[src/rtl/csr_gpio_pkg.sv]
// csr_gpio_pkg: shared constants, state type and BCD helper for the CSR GPIO responder.
package csr_gpio_pkg;

  localparam logic [11:0] CSR_IO0_ADDR = 12'hF00;
  localparam logic [11:0] CSR_IO2_ADDR = 12'hF02;

  typedef enum logic [1:0] {IDLE, CONV, DONE} gpio_state_t;

  localparam int BCD_DIGITS  = 10;
  localparam int CONV_CYCLES = 32;

  localparam logic [6:0] SEG_BLANK = 7'h7F;

  // Double-dabble correction step: every BCD nibble of 5 or more gets 3 added
  // so that the following left shift carries correctly into the next decade.
  function automatic logic [4*BCD_DIGITS-1:0] bcd_add3(input logic [4*BCD_DIGITS-1:0] bcd);
    logic [4*BCD_DIGITS-1:0] adj;
    adj = bcd;
    for (int i = 0; i < BCD_DIGITS; i++) begin
      if (bcd[4*i +: 4] >= 4'd5) begin
        adj[4*i +: 4] = bcd[4*i +: 4] + 4'd3;
      end
    end
    return adj;
  endfunction

endpackage

[src/rtl/csr_gpio_io_hex7seg.sv]
// hex7seg: 4-bit value to active-low seven-segment pattern (bit 0 = segment a).
// Covers 0-9 for decimal display and A,b,C,d,E,F for raw hex display.
module hex7seg
  import csr_gpio_pkg::*;
(
  input  logic [3:0] i_nibble,
  output logic [6:0] o_seg
);

  // Segment lookup; a dark digit is the fallback if the table is ever incomplete.
  always_comb begin
    o_seg = SEG_BLANK;
    case (i_nibble)
      4'h0: o_seg = 7'b1000000;
      4'h1: o_seg = 7'b1111001;
      4'h2: o_seg = 7'b0100100;
      4'h3: o_seg = 7'b0110000;
      4'h4: o_seg = 7'b0011001;
      4'h5: o_seg = 7'b0010010;
      4'h6: o_seg = 7'b0000010;
      4'h7: o_seg = 7'b1111000;
      4'h8: o_seg = 7'b0000000;
      4'h9: o_seg = 7'b0010000;
      4'hA: o_seg = 7'b0001000;
      4'hB: o_seg = 7'b0000011;
      4'hC: o_seg = 7'b1000110;
      4'hD: o_seg = 7'b0100001;
      4'hE: o_seg = 7'b0000110;
      4'hF: o_seg = 7'b0001110;
      default: o_seg = SEG_BLANK;
    endcase
  end

endmodule

[src/rtl/csr_gpio_io.sv]
// csr_gpio_io: CSR-mapped switch/display responder for the 3-stage core.
// CSR 0xF00 reads the synchronized switches, CSR 0xF02 holds a display value that
// is shown in decimal on active-low seven-segment digits.
// Build option GPIO_HEX_MODE_EN: show io2 as raw hex nibbles instead, with no
// converter (busy tied low, display follows one edge after the write).
module csr_gpio_io
  import csr_gpio_pkg::*;
#(
  parameter int SW_WIDTH    = 18,
  parameter int NUM_DIGITS  = 8,
  parameter int SYNC_STAGES = 2
) (
  input  logic                    clk,
  input  logic                    rst,
  input  logic                    csr_we,
  input  logic [11:0]             csr_addr,
  input  logic [31:0]             csr_wdata,
  output logic [31:0]             csr_rdata,
  input  logic [SW_WIDTH-1:0]     sw_in,
  output logic [7*NUM_DIGITS-1:0] hex_out,
  output logic                    busy
);

  logic [SW_WIDTH-1:0] r_sync [SYNC_STAGES];
  logic [31:0]         r_io2;
  logic [3:0]          r_digit [NUM_DIGITS];
  logic                w_io2_wr;

  assign w_io2_wr = csr_we && (csr_addr == CSR_IO2_ADDR);

  // Switch synchronizer chain; the last stage is what software sees.
  always_ff @(posedge clk or posedge rst) begin
    if (rst) begin
      for (int i = 0; i < SYNC_STAGES; i++) r_sync[i] <= '0;
    end else begin
      r_sync[0] <= sw_in;
      for (int i = 1; i < SYNC_STAGES; i++) r_sync[i] <= r_sync[i-1];
    end
  end

  // Combinational read port; during a csrrw this returns the value before the write.
  always_comb begin
    csr_rdata = '0;
    case (csr_addr)
      CSR_IO0_ADDR: csr_rdata = 32'(r_sync[SYNC_STAGES-1]);
      CSR_IO2_ADDR: csr_rdata = r_io2;
      default:      csr_rdata = '0;
    endcase
  end

  // io2 holding register, written only through CSR 0xF02.
  always_ff @(posedge clk or posedge rst) begin
    if (rst) r_io2 <= '0;
    else if (w_io2_wr) r_io2 <= csr_wdata;
  end

`ifdef GPIO_HEX_MODE_EN

  assign busy = 1'b0;

  // Hex mode: digits take the raw nibbles of the written value on the write edge.
  always_ff @(posedge clk or posedge rst) begin
    if (rst) begin
      for (int k = 0; k < NUM_DIGITS; k++) r_digit[k] <= '0;
    end else if (w_io2_wr) begin
      for (int k = 0; k < NUM_DIGITS; k++) r_digit[k] <= csr_wdata[4*k +: 4];
    end
  end

`else

  logic [4*BCD_DIGITS-1:0] r_bcd;
  logic [31:0]             r_bin;
  logic [5:0]              r_count;
  gpio_state_t             r_state;
  logic                    r_busy;
  logic [4*BCD_DIGITS-1:0] w_bcd_adj;

  assign w_bcd_adj = bcd_add3(r_bcd);
  assign busy      = r_busy;

  // Double-dabble FSM; a new write always restarts it, and only a finished
  // conversion reaches the digit registers, so abandoned values never show.
  always_ff @(posedge clk or posedge rst) begin
    if (rst) begin
      r_bcd   <= '0;
      r_bin   <= '0;
      r_count <= '0;
      r_state <= IDLE;
      r_busy  <= 1'b0;
      for (int k = 0; k < NUM_DIGITS; k++) r_digit[k] <= '0;
    end else if (w_io2_wr) begin
      r_bcd   <= '0;
      r_bin   <= csr_wdata;
      r_count <= '0;
      r_state <= CONV;
      r_busy  <= 1'b1;
    end else begin
      case (r_state)
        CONV: begin
          {r_bcd, r_bin} <= {w_bcd_adj[4*BCD_DIGITS-2:0], r_bin, 1'b0};
          r_count        <= r_count + 6'd1;
          if (r_count == 6'(CONV_CYCLES - 1)) r_state <= DONE;
        end
        DONE: begin
          for (int k = 0; k < NUM_DIGITS; k++) r_digit[k] <= r_bcd[4*k +: 4];
          r_state <= IDLE;
          r_busy  <= 1'b0;
        end
        default: begin
          r_state <= IDLE;
          r_busy  <= 1'b0;
        end
      endcase
    end
  end

`endif

  // One decoder per digit; digit 0 sits in the lowest seven bits.
  for (genvar k = 0; k < NUM_DIGITS; k++) begin : g_seg
    hex7seg u_seg (
      .i_nibble (r_digit[k]),
      .o_seg    (hex_out[7*k +: 7])
    );
  end

endmodule

[config.mk]
export PLATFORM = sky130hd
export DESIGN_NAME = csr_gpio_io
export DESIGN_NICKNAME = d
export VERILOG_FILES = /design/src/rtl/csr_gpio_pkg.sv /design/src/rtl/csr_gpio_io_hex7seg.sv /design/src/rtl/csr_gpio_io.sv
export SDC_FILE = /design/constraint.sdc
export NUM_CORES = 1
export LEC_CHECK = 0
export CORE_MARGIN = 10
export CORE_UTILIZATION = 58
export DETAILED_ROUTE_END_ITERATION = 10
export PLACE_DENSITY = 0.95
export SYNTH_ARGS = -nofsm -noshare
export SYNTH_HDL_FRONTEND = slang
export SYNTH_SLANG_ARGS = --single-unit
[constraint.sdc]
create_clock -name clk -period 17.7 [get_ports clk]
set_input_delay 4.425 -clock clk [delete_from_list [all_inputs] [get_ports clk]]
set_output_delay 4.425 -clock clk [all_outputs]
set_load 0.03 [all_outputs]
==> run_summary.xml <==
<?xml version="1.0" encoding="UTF-8"?>
<metrics>
  <group name="min_path">
    <metric name="holdCritPathClass" unit="">flip-flop to flip-flop</metric>
  </group>
  <group name="global_route">
    <metric name="grt_pass1_wl" unit="um">35700</metric>
    <metric name="grt_start_max_net_pins" unit="">94</metric>
    <metric name="vias_in_the_first_global_route" unit="">7393</metric>
    <metric name="globalRouteMet1Util" unit="%">22.9</metric>
    <metric name="grt_use_met3" unit="%">6.87</metric>
    <metric name="grt_overflow" unit="">0</metric>
    <metric name="groute.usage.overall" unit="%">19.5</metric>
    <metric name="busiest_layer" unit="">met2</metric>
    <metric name="grt_antenna_before_repair" unit="">0</metric>
    <metric name="grt.met2_usage" unit="%">33.0</metric>
  </group>
  <group name="finish">
    <metric name="insertedDiodeCount" unit="">0</metric>
    <metric name="final_cell_area" unit="um^2">11700</metric>
    <metric name="layout.nets" unit="">1191</metric>
    <metric name="areaGrowthSynthToFinish" unit="%">23.5</metric>
    <metric name="post_route_cells_drive_above_1_share" unit="%">6.98</metric>
  </group>
  <group name="yosys">
    <metric name="postSynth.asyncResetShare" unit="%">100</metric>
    <metric name="synthMostInstantiatedCell" unit="">sky130_fd_sc_hd__dfrtp_1</metric>
    <metric name="yosys.area.top_type" unit="">sky130_fd_sc_hd__dfrtp_1</metric>
    <metric name="mappedNetlistNets" unit="">1064</metric>
    <metric name="yosysTopAreaCellShare" unit="%">45.8</metric>
    <metric name="synth_area_leaders" unit="">sky130_fd_sc_hd__dfrtp_1, sky130_fd_sc_hd__ha_1, sky130_fd_sc_hd__mux2i_1</metric>
    <metric name="synthCells" unit="">934</metric>
    <metric name="synth_warnings" unit="">0</metric>
    <metric name="post_synth_num_cell_types" unit="">44</metric>
    <metric name="number_of_flops_mapped_to_enable_cells_by_yosys" unit="">0</metric>
    <metric name="yosys-top-cells-count" unit="">sky130_fd_sc_hd__dfrtp_1, sky130_fd_sc_hd__nand2_1, sky130_fd_sc_hd__o21ai_0</metric>
    <metric name="synthFlopType" unit="">sky130_fd_sc_hd__dfrtp_1</metric>
    <metric name="post_synthesis_area_per_instance" unit="um^2">10.1</metric>
    <metric name="synth_area" unit="um^2">9450</metric>
    <metric name="yosys_register_bits" unit="">173</metric>
    <metric name="synth.yosys.seq_area_share" unit="%">45.8</metric>
  </group>
  <group name="sta">
    <metric name="final_max_slew_viol_count" unit="">0</metric>
    <metric name="achievable-frequency" unit="MHz">85.3</metric>
    <metric name="timing.slew.headroom" unit="%">22.4</metric>
    <metric name="layout_worst_path_cycle_share" unit="%">66.2</metric>
    <metric name="worst_slew_pin_slew" unit="ns">1.16</metric>
    <metric name="count_of_endpoints_failing_hold_in_the_final_timing_report" unit="">0</metric>
    <metric name="total_negative_setup_slacks" unit="ns">0</metric>
    <metric name="setup_repair_after_global_routing_missed_its_margin" unit="">no</metric>
    <metric name="finalSetupViolations" unit="">0</metric>
    <metric name="min_period" unit="ns">11.72</metric>
    <metric name="timing.clock.skew" unit="ns">0.00793</metric>
  </group>
  <group name="pwr">
    <metric name="p_leak" unit="uW">0.00533</metric>
    <metric name="p_per_area" unit="nW/um^2">144</metric>
    <metric name="ir_worst_vdd" unit="mV">0.0779</metric>
    <metric name="totalPowerFinal" unit="uW">1680</metric>
  </group>
  <group name="die">
    <metric name="floorplan.rows" unit="">46</metric>
    <metric name="die-width" unit="um">148</metric>
    <metric name="start_util" unit="%">59.3</metric>
    <metric name="design.die.area" unit="um^2">21800</metric>
    <metric name="io-pin-count" unit="">154</metric>
    <metric name="design.core.area" unit="um^2">15900</metric>
    <metric name="die_height" unit="um">148</metric>
  </group>
  <group name="placement">
    <metric name="io_buffers" unit="">153</metric>
    <metric name="placedInstanceArea" unit="um^2">11100</metric>
    <metric name="globalplace.congestion" unit="">0.794</metric>
    <metric name="place.detailed.hpwl" unit="um">14800</metric>
  </group>
  <group name="clocking">
    <metric name="cts_repair_resize_count" unit="">0</metric>
    <metric name="cts-htree-levels" unit="">4</metric>
    <metric name="tritoncts.num_buffers" unit="">17</metric>
    <metric name="cts-hold-fix-buffers" unit="">0</metric>
    <metric name="insertion_delay_to_the_later_sink_of_the_worst_skew_pair" unit="ns">0.43</metric>
    <metric name="clock_tree.root_cell" unit="">sky130_fd_sc_hd__clkbuf_16</metric>
    <metric name="cts_clk_pin_slew_worst_paths" unit="ns">0.07</metric>
    <metric name="cts_tree" unit="">yes</metric>
    <metric name="cts.sink_count" unit="">173</metric>
    <metric name="post-cts-setup-buffer-count" unit="">0</metric>
    <metric name="ctsLongestPathBuffers" unit="">2</metric>
  </group>
  <group name="setup_path">
    <metric name="cp_data_required_time" unit="ns">13.28</metric>
    <metric name="worstPathArrival" unit="ns">7.30</metric>
    <metric name="worst-setup-path-type" unit="">primary input to output pin</metric>
    <metric name="maximum_fanout_encountered_on_the_critical_timing_path" unit="">32</metric>
    <metric name="reg2reg_setup_slack" unit="ns">14.89</metric>
    <metric name="crit_path_end_kind" unit="">output pin</metric>
    <metric name="cp-start-kind" unit="">primary input</metric>
  </group>
  <group name="run_status">
    <metric name="run_status" unit="">complete, no violations</metric>
  </group>
  <group name="routing">
    <metric name="routed_via_density" unit="">5.74</metric>
    <metric name="wl" unit="um">21700</metric>
    <metric name="wire_per_inst" unit="um">16.8</metric>
    <metric name="dr.first_iter.drc_count" unit="">511</metric>
    <metric name="routed-via-count" unit="">7399</metric>
    <metric name="drtAntennaViolNets" unit="">0</metric>
    <metric name="drt_pre_antenna_iters" unit="">4</metric>
    <metric name="drt_drc_violations_left" unit="">0</metric>
  </group>
  <group name="flow_run">
    <metric name="cap_viol_max_count" unit="">0</metric>
  </group>
</metrics>
[per-layer routing]
metal | wire length (um) | part of all wire [%]
met5 | 0 | 0
met4 | 274 | 1.3
met3 | 1580 | 7.3
met2 | 10700 | 49
met1 | 9190 | 42
[power by group]
group	internal, uW	switching (uW)	leakage, uW
combinational	329	403	0.00286
sequential	466	118	0.00219
clock	190	175	0.000287
total	985	695	0.00533
[sequential cells by signal (all words and copies together), names as in the netlist]
name and count:
r_sync 36, r_bcd 32, r_bin 32, r_digit 32
r_io2 32, r_count 6, r_state 2, busy 1
[layout make-up]
type                    instances  area (um^2)
well taps                     216          270
inverters                      44          170
fillers                      1076         4280
clock inverters                15          165
flip-flops and latches        173         4330
multi-input cells             666         4730
repair buffers                159         1580
clock buffers                  17          425
[critical path, cell delays in order]
cell	delay (ns)
sky130_fd_sc_hd__clkdlybuf4s50_1	0.44
sky130_fd_sc_hd__nor4_4	0.33
sky130_fd_sc_hd__nand3_1	0.19
sky130_fd_sc_hd__nor2_2	0.91
sky130_fd_sc_hd__a22o_1	0.30
sky130_fd_sc_hd__clkdlybuf4s50_1	0.69
[path summary, 6_finish.rpt]
path	start	to	depth (start not counted)
min in group asynchronous	rst	r_sync[2]$_DFF_PP0_	2
max in group asynchronous	rst	r_digit[8]$_DFFE_PP0P_	3
worst max-delay path	csr_addr[5]	csr_rdata[12]	6
worst min-delay path	r_sync[29]$_DFF_PP0_	r_sync[11]$_DFF_PP0_	0
worst min register to register	r_sync[29]$_DFF_PP0_	r_sync[11]$_DFF_PP0_	0
worst max register to register	r_state[0]$_DFFE_PP0P_	r_bcd[29]$_DFFE_PP0P_	5
[logic make-up after synthesis]
group | count (synthesis) | synth area share, %
AOI/OAI and AO/OA | 204 | 13.9
xor gates and xnor gates | 4 | 0.371
adders and majority gates | 65 | 8.61
buffers and inverters | 95 | 4.25
DFF | 173 | 45.8
muxes | 87 | 11.0
and+or+nand+nor | 306 | 16.0
[layout by cell type, fill, tap and decap left out, types with 4 or more instances in the layout]
master	netlist	final
sky130_fd_sc_hd__and3_1	9	9
sky130_fd_sc_hd__inv_1	44	43
sky130_fd_sc_hd__mux2i_1	63	63
sky130_fd_sc_hd__or4bb_1	8	8
sky130_fd_sc_hd__o21a_1	8	8
sky130_fd_sc_hd__mux2_4	14	14
sky130_fd_sc_hd__or3b_2	6	6
sky130_fd_sc_hd__a211o_1	7	7
sky130_fd_sc_hd__a21oi_1	32	32
sky130_fd_sc_hd__nand2b_1	19	19
sky130_fd_sc_hd__nor2_1	59	58
sky130_fd_sc_hd__a31oi_1	10	10
sky130_fd_sc_hd__a32o_1	7	7
sky130_fd_sc_hd__mux4_2	8	8
sky130_fd_sc_hd__clkbuf_16	0	17
sky130_fd_sc_hd__and2_1	15	15
sky130_fd_sc_hd__nor2b_1	7	6
sky130_fd_sc_hd__inv_8	0	5
sky130_fd_sc_hd__buf_4	2	6
sky130_fd_sc_hd__a2111oi_0	9	9
sky130_fd_sc_hd__a211oi_1	7	7
sky130_fd_sc_hd__clkdlybuf4s50_1	0	153
sky130_fd_sc_hd__dfrtp_1	173	173
sky130_fd_sc_hd__nand2_1	142	142
sky130_fd_sc_hd__a22o_1	31	31
sky130_fd_sc_hd__nor3b_1	8	8
sky130_fd_sc_hd__inv_6	0	4
sky130_fd_sc_hd__nand3_1	5	5
sky130_fd_sc_hd__o21ai_0	82	82
sky130_fd_sc_hd__a21o_1	8	8
sky130_fd_sc_hd__nor3_1	9	9
sky130_fd_sc_hd__ha_1	65	65
sky130_fd_sc_hd__and4_1	9	9
[per-stage QoR]
step           worst slack, ns  instances  util (%)  hold slack [ns]
2_1_floorplan             7.65        934         -            0.331
3_3_place_gp              6.12       1258      69.5            0.332
3_5_place_dp              6.02       1258      69.5            0.338
4_1_cts                   6.01       1290      73.2            0.346
5_1_grt                   5.79       1290      73.2            0.349
6_report                  5.98       1290      73.2            0.349
Note: power is estimated with default switching activity, not from simulation.
